--- src/rtl/timer_pkg.sv ---
// Shared types and constants for the BCD countdown timer.
package timer_pkg;

  typedef enum logic [1:0] {IDLE, RUN, PAUSE, DONE} state_t;

  typedef logic [3:0] bcd_t;

  localparam bcd_t        BCD_MAX    = 4'd9;
  localparam logic [11:0] ZERO_COUNT = 12'h000;

  // Out-of-range nibbles load as the largest legal BCD digit.
  function automatic bcd_t clamp_bcd(input bcd_t d);
    return (d > BCD_MAX) ? BCD_MAX : d;
  endfunction

endpackage

--- src/rtl/bcd_digit_down.sv ---
// One BCD down-counting digit: decrements on borrow-in, wraps 0 -> 9 and
// propagates the borrow to the next more significant digit.
module bcd_digit_down
  import timer_pkg::*;
(
  input  logic clkin,
  input  logic rst_n,
  input  logic i_load,
  input  bcd_t i_load_val,
  input  logic i_borrow,
  output bcd_t o_value,
  output logic o_borrow
);

  bcd_t r_value;

  assign o_borrow = i_borrow && (r_value == 4'd0);
  assign o_value  = r_value;

  always_ff @(posedge clkin or negedge rst_n) begin
    if (!rst_n) begin
      r_value <= '0;
    end else if (i_load) begin
      r_value <= clamp_bcd(i_load_val);
    end else if (i_borrow) begin
      r_value <= (r_value == 4'd0) ? BCD_MAX : r_value - 4'd1;
    end
  end

endmodule

--- src/rtl/countdown_timer.sv ---
// BCD countdown timer stepped by rising edges of a divided clock that is
// sampled as data, with IDLE/RUN/PAUSE/DONE control.
module countdown_timer
  import timer_pkg::*;
#(
  parameter int unsigned SYNC_STAGES = 2
) (
  input  logic        clkin,
  input  logic        rst_n,
  input  logic        tick_in,
  input  logic        start,
  input  logic        pause,
  input  logic        clear,
  input  logic [11:0] load_val,
  output logic [11:0] digits,
  output logic        running,
  output logic        done,
  output logic        expired
);

  logic [SYNC_STAGES:0] w_chain;
  logic                 r_edge;
  logic                 w_tick_edge;
  logic [11:0]          w_count;
  logic [3:0]           w_borrow;
  logic                 w_unused_borrow;
  logic                 w_dec;
  state_t               r_state;
  state_t               w_state_next;
  logic                 w_expired_next;
  logic                 r_running;
  logic                 r_done;
  logic                 r_expired;

  assign w_chain[0] = tick_in;

  genvar gi;
  generate
    for (gi = 0; gi < SYNC_STAGES; gi++) begin : g_sync
      logic r_q;
      always_ff @(posedge clkin or negedge rst_n) begin
        if (!rst_n) r_q <= 1'b0;
        else        r_q <= w_chain[gi];
      end
      assign w_chain[gi+1] = r_q;
    end
  endgenerate

  always_ff @(posedge clkin or negedge rst_n) begin
    if (!rst_n) r_edge <= 1'b0;
    else        r_edge <= w_chain[SYNC_STAGES];
  end

  assign w_tick_edge = w_chain[SYNC_STAGES] & ~r_edge;

  // Higher-priority pause/clear swallow a coincident tick.
  assign w_dec       = (r_state == RUN) && !clear && !pause && w_tick_edge;
  assign w_borrow[0] = w_dec;

  generate
    for (gi = 0; gi < 3; gi++) begin : g_digit
      bcd_digit_down u_digit (
        .clkin      (clkin),
        .rst_n      (rst_n),
        .i_load     (clear),
        .i_load_val (load_val[4*gi +: 4]),
        .i_borrow   (w_borrow[gi]),
        .o_value    (w_count[4*gi +: 4]),
        .o_borrow   (w_borrow[gi+1])
      );
    end
  endgenerate

  assign w_unused_borrow = w_borrow[3];

  always_comb begin
    w_state_next   = r_state;
    w_expired_next = 1'b0;
    if (clear) begin
      w_state_next = IDLE;
    end else begin
      case (r_state)
        IDLE: begin
          if (start) begin
            if (w_count == ZERO_COUNT) begin
              w_state_next   = DONE;
              w_expired_next = 1'b1;
            end else begin
              w_state_next = RUN;
            end
          end
        end
        RUN: begin
          if (pause) begin
            w_state_next = PAUSE;
          end else if (w_tick_edge && (w_count == 12'h001)) begin
            w_state_next   = DONE;
            w_expired_next = 1'b1;
          end
        end
        PAUSE: if (start) w_state_next = RUN;
        default: w_state_next = r_state;
      endcase
    end
  end

  always_ff @(posedge clkin or negedge rst_n) begin
    if (!rst_n) begin
      r_state   <= IDLE;
      r_running <= 1'b0;
      r_done    <= 1'b0;
      r_expired <= 1'b0;
    end else begin
      r_state   <= w_state_next;
      r_running <= (w_state_next == RUN);
      r_done    <= (w_state_next == DONE);
      r_expired <= w_expired_next;
    end
  end

  assign digits  = w_count;
  assign running = r_running;
  assign done    = r_done;
  assign expired = r_expired;

endmodule

--- config.mk ---
export PLATFORM = sky130hd
export DESIGN_NAME = countdown_timer
export DESIGN_NICKNAME = d
export VERILOG_FILES = /design/src/rtl/timer_pkg.sv /design/src/rtl/bcd_digit_down.sv /design/src/rtl/countdown_timer.sv
export SDC_FILE = /design/constraint.sdc
export NUM_CORES = 1
export LEC_CHECK = 0
export CAP_MARGIN = 20
export CORE_MARGIN = 1.5
export CORE_UTILIZATION = 26
export CTS_CLUSTER_DIAMETER = 60
export DETAILED_ROUTE_END_ITERATION = 6
export DONT_BUFFER_PORTS = 1
export GPL_TIMING_DRIVEN = 0
export MAX_ROUTING_LAYER = met4
export SLEW_MARGIN = 20
export SYNTH_ARGS = -nofsm -noshare
export SYNTH_HDL_FRONTEND = slang
export SYNTH_SLANG_ARGS = --single-unit
--- constraint.sdc ---
create_clock -name clkin -period 1.6 [get_ports clkin]
set_clock_uncertainty 0.15 [all_clocks]
set_input_delay 0.32 -clock clkin [delete_from_list [all_inputs] [get_ports clkin]]
set_output_delay 0.32 -clock clkin [all_outputs]
set_load 0.1 [all_outputs]
Word level (Yosys, flattened, before mapping)
Index checks and enable logic that the tools add are counted.
Word-level totals
  register bits after elaboration: 20
  bits of input ports: 18
  output and inout bits: 15
  word-level logic and storage cells: 64
Operators by class
  add/sub/neg operators: 3
  order comparisons: 3
  equal/unequal tests: 5
  mux-type cells: 25
  bitwise operators: 2
  reduce and logical (&&, ||, !) cells: 16
Operators with widths (count)
  two-way mux 4 bit: 12
  equality test 12 x 1 -> 1 bit, second input constant: 1
  greater-than comparator 4 bit, second input constant: 3
  logical NOT 12 bit: 1
  logical NOT 4 bit: 3
  two-way mux 2 bit: 6
  subtractor 4 x 1 -> 4 bit, second input constant: 3
  logical AND 1 bit: 6
  case mux 2 bit (3 select lines): 1
  nonzero test 2 bit: 3
  two-way mux 1 bit: 5
  equality test 2 x 1 -> 1 bit, second input constant: 2
  equality test 2 bit, second input constant: 2
  logical NOT 1 bit: 2
  logical NOT 2 bit: 1
  case mux 1 bit (2 select lines): 1
  AND 1 bit: 1
  NOT 1 bit: 1

Depth between registers and ports, before layout
  depth after elaboration: 8
  gate-level depth with buffers: 5
  mapped depth without buffers: 4

Hierarchy
From an unflattened synthesis, not the netlist that was laid out.
Unflattened totals
  cells, all modules: 104
  area total of the unflattened synthesis: 1116.1 sq um
By module, submodules not included
  bcd_digit_down: times used 3, cells each 23, area an instance 245.2 sq um, seq. area each 100.1 sq um
  countdown_timer: times used 1, cells each 35, area an instance 380.4 sq um, seq. area each 200.2 sq um

Worst setup path before layout
No wires, ideal clock.
  path kind: register to register
  start: reg g_digit[0].u_digit.r_value[0]
  end: reg g_digit[2].u_digit.r_value[0]
  library setup time: 124 ps
  arrival time: 2020 ps
  required time: 1326 ps
  setup slack: -694 ps
  stages on the path, launching flop included: 6
  path buffers: 1
  period minus slack after synthesis: 2294 ps
  path through: dfrtp_1 buf_6 nor4_4 nand4_2 o31a_1 o31a_1
Between the ends
  cells in the longest elaborated chain, start to end: 4
Ends and longest elaborated chain
  start, declared: line bcd_digit_down.sv:15  | bcd_t r_value;
  start signal, assigned: line bcd_digit_down.sv:24  | r_value <= clamp_bcd(i_load_val);
  start signal, assigned: line bcd_digit_down.sv:26  | r_value <= (r_value == 4'd0) ? BCD_MAX : r_value - 4'd1;
  logical NOT 4 bit: line bcd_digit_down.sv:17  | assign o_borrow = i_borrow && (r_value == 4'd0);
  logical AND 1 bit (2 in a row): line bcd_digit_down.sv:17
  nonzero test 2 bit (no line)
  end signal, assigned: line bcd_digit_down.sv:24
  end signal, assigned: line bcd_digit_down.sv:26
  end, declared: line bcd_digit_down.sv:15
No other way between the ends.
A chain may end at the register's enable or synchronous reset.

Worst setup path in the final report
  start: reg g_digit[0].u_digit.r_value[1]
  end: reg g_digit[1].u_digit.r_value[1]
Between the ends
  cells in the longest elaborated chain, start to end: 3
Ends and longest elaborated chain (line)
  logical NOT 4 bit: bcd_digit_down.sv:17
  logical AND 1 bit: bcd_digit_down.sv:17
  nonzero test 2 bit (no line)
  end signal, assigned: bcd_digit_down.sv:24
  end signal, assigned: bcd_digit_down.sv:26
  end, declared: bcd_digit_down.sv:15
No other way between the ends.

==> metrics.txt <==
fraction of layout cells with a size suffix above 1=38.3%; GR Overflow Total=0; Initial DRC Count=28; Synth area leaders=dfrtp_1 44%, o21ai_0 5.3%, nor2_1 3.0%; dpl ws=-0.480 ns; iteration count of the initial detailed-routing pass=4; crit path max fanout=5; core area=~4100 um^2; final net count=around 150; worst min-delay path class=in -> reg; I/O pins=33; Via density=around 5.5; Tcrit/Tclk final=127%; TritonCTS Buffers=3; PortBufs=0; Initial Util=27.6%; Lkg Pwr=between 0.0005 and 0.0006 uW; H-tree depth=1; HPWL Detailed=2.06 mm; # DRC=0; row count=23; Area Overhead vs Synth=31.6%; initial antenna violation count=0; endpoint class of the critical path=flop; # setup viols final=15; CP Data Required Time=1.60 ns; Yosys top cell by area=dfrtp_1; Post-synth EDFFs=0; Slew Viols, Final=0; Unique masters post-synth=39; Clock Tree Buf Depth=2; Max VDD drop=0.482 mV; vias in the first global route=~1000; CP Launch Type=flop; Final Hold Slack=around 0.0072 ns; Slew HR=between 30% and 40%; GRT Util Overall=between 10% and 20%; synth warn=0; DRT Wirelength=around 2.9 mm; top post-synthesis cells by count=20 x dfrtp_1, 12 x o21ai_0, 9 x nor2_1, 6 x nand2_1; global placer's final weighted congestion=around 0.8; fmax=~0.49 GHz; clock slew at the register clock pins of the worst setup and hold paths=about 0.08 ns; Post-synth ARST share=100%; kind of critical path=reg -> reg; clk_lat worst skew=around 0.26 ns; Least-Margin Pin Slew=a little over 0.9 ns; clock sinks=20; Max-Cap Viols=0; post-route ant nets=0; wire per inst=15.8 um; sequential fraction of the synthesis area=between 40% and 50%; status=finished, violations left; Syn Area/Cell=9.74 um^2; top cell type's share of synthesized area=~44%; Pwr Density=988 nW/um^2; # diodes=0; die area=4750 um^2; Die X=about 70 um; Seq cells post-synth=20; Post-Syn Area=between 1000 and 1500 um^2; clock tree root buffer cell=clkbuf_8; CTS tree=built; ys flop type=dfrtp_1; failing checks=negative setup slack; Die H=around 69 um; unrepaired setup endpoints after global routing=true; Tmin final=~2.0 ns; Mapped Cells=about 120; largest net degree at the start of global routing=21; Synth Net Count=134; final hold vios=0; Final WS setup=-0.436 ns; via count=1000; first-pass GRT wire length=~4.7 mm; count leader, synth=dfrtp_1; arrival time at the worst endpoint=around 2.0 ns
-- critical path, stage by stage (launching register included) --
cell     delay, ns
dfrtp_4       0.64
nor4_4        0.42
buf_4         0.18
nand3_4       0.08
o21a_1        0.18
o31a_1        0.27
-- through the flow --
| step | instance area (um^2) | utilization, % | total power (uW) | TNS, ns | instances |
|---|---|---|---|---|---|
| floorplan | 1170 | - | 986 | -2.65 | 116 |
| global placement | 1240 | 30.3 | 1020 | -4.23 | 166 |
| detailed placement | 1240 | 30.3 | 1030 | -4.59 | 166 |
| CTS | 1420 | 34.8 | 1460 | -4.26 | 181 |
| global route | 1490 | 36.4 | 1530 | -5.77 | 183 |
| finish | 1490 | 36.4 | 1470 | -4.69 | 183 |
-- registers in the layout (all words and copies together) (netlist names) --
signal / count
r_edge: 1
expired: 1
running: 1
r_state: 2
g_sync.r_q: 2
done: 1
g_digit.u_digit.o_value: 12
-- metal layers --
metal	vias to the layer above	wire, um	GRT usage (%)
met5	-	0	-
met3	3	149	2.60
met1	510	1170	16.2
met4	0	31	4.41
li1	464	-	-
met2	23	1530	22.7
-- cell usage in the layout (no fill, tap or decap), types with 2 or more instances in the layout --
cell type and instances:
nor2b_1 2, nor4_2 2, buf_6 5, a21oi_1 4, a22oi_1 2, o22ai_1 2, nor3_1 4, nor2_1 7
nor4b_1 2, nand4b_1 2, dfrtp_1 5, nand4_1 2, buf_2 2, buf_4 8, inv_1 5, o21a_1 4
and2_1 2, o21ai_1 4, clkbuf_8 4, nand2_1 6, dfrtp_2 7, nand3b_1 3, dlygate4sd3_1 2, o21ai_0 8
o31a_1 3, dfrtp_4 8, nor4_4 3, nand3_2 2
-- power breakdown --
group / leakage (uW) / internal, uW / switching, uW / total (uW)
Combinational: 0.000307 / 115 / 113 / 227
Sequential: 0.000229 / 556 / 298 / 854
Clock: 0.0000288 / 219 / 169 / 388
-- worst paths after layout --
| kind | from | end | slack [ns] | cells after the start |
|---|---|---|---|---|
| max in group asynchronous | rst_n | g_digit[1].u_digit.o_value[0] | 0.53 | 1 |
| max | g_digit[0].u_digit.o_value[1] | g_digit[1].u_digit.o_value[1] | -0.44 | 5 |
| max reg2reg | g_digit[0].u_digit.o_value[1] | g_digit[1].u_digit.o_value[1] | -0.44 | 5 |
| min in group asynchronous | rst_n | r_state[0] | 0.11 | 1 |
| min | load_val[3] | g_digit[0].u_digit.o_value[2] | 0.007 | 1 |
| min reg2reg | g_sync[0].r_q | g_sync[1].r_q | 0.21 | 0 |
-- cell type report --
cell class | instances | area (um^2)
repair buffers | 13 | 115
multi-input cells | 84 | 628
plain buffers | 7 | 67.6
flip-flops and latches | 20 | 539
fillers | 424 | 2600
well taps | 50 | 62.6
clock buffers | 4 | 55.1
inverters | 5 | 18.8
-- kinds of logic (layout without fill, tap and decap cells) --
| family | count (synthesis) | in the layout | share of synthesized area, % |
|---|---|---|---|
| xor+xnor | 3 | 3 | 2.33 |
| simple gates | 47 | 47 | 26.1 |
| compound gates | 33 | 33 | 19.0 |
| flops | 20 | 20 | 44.3 |
| buf+inv | 12 | 29 | 7.31 |
| mux | 1 | 1 | 0.886 |
-- repair_timing --
item | CTS | global route
resized for setup | 17 | 10
endpoints found under the hold margin | 21 | 1
cloned | 0 | 0
setup buffers | 9 | 2
pin swaps | 9 | 8
endpoints found under the setup margin | 20 | 24
hold buffers | 2 | 1
Power figures use the tool's default switching activity.
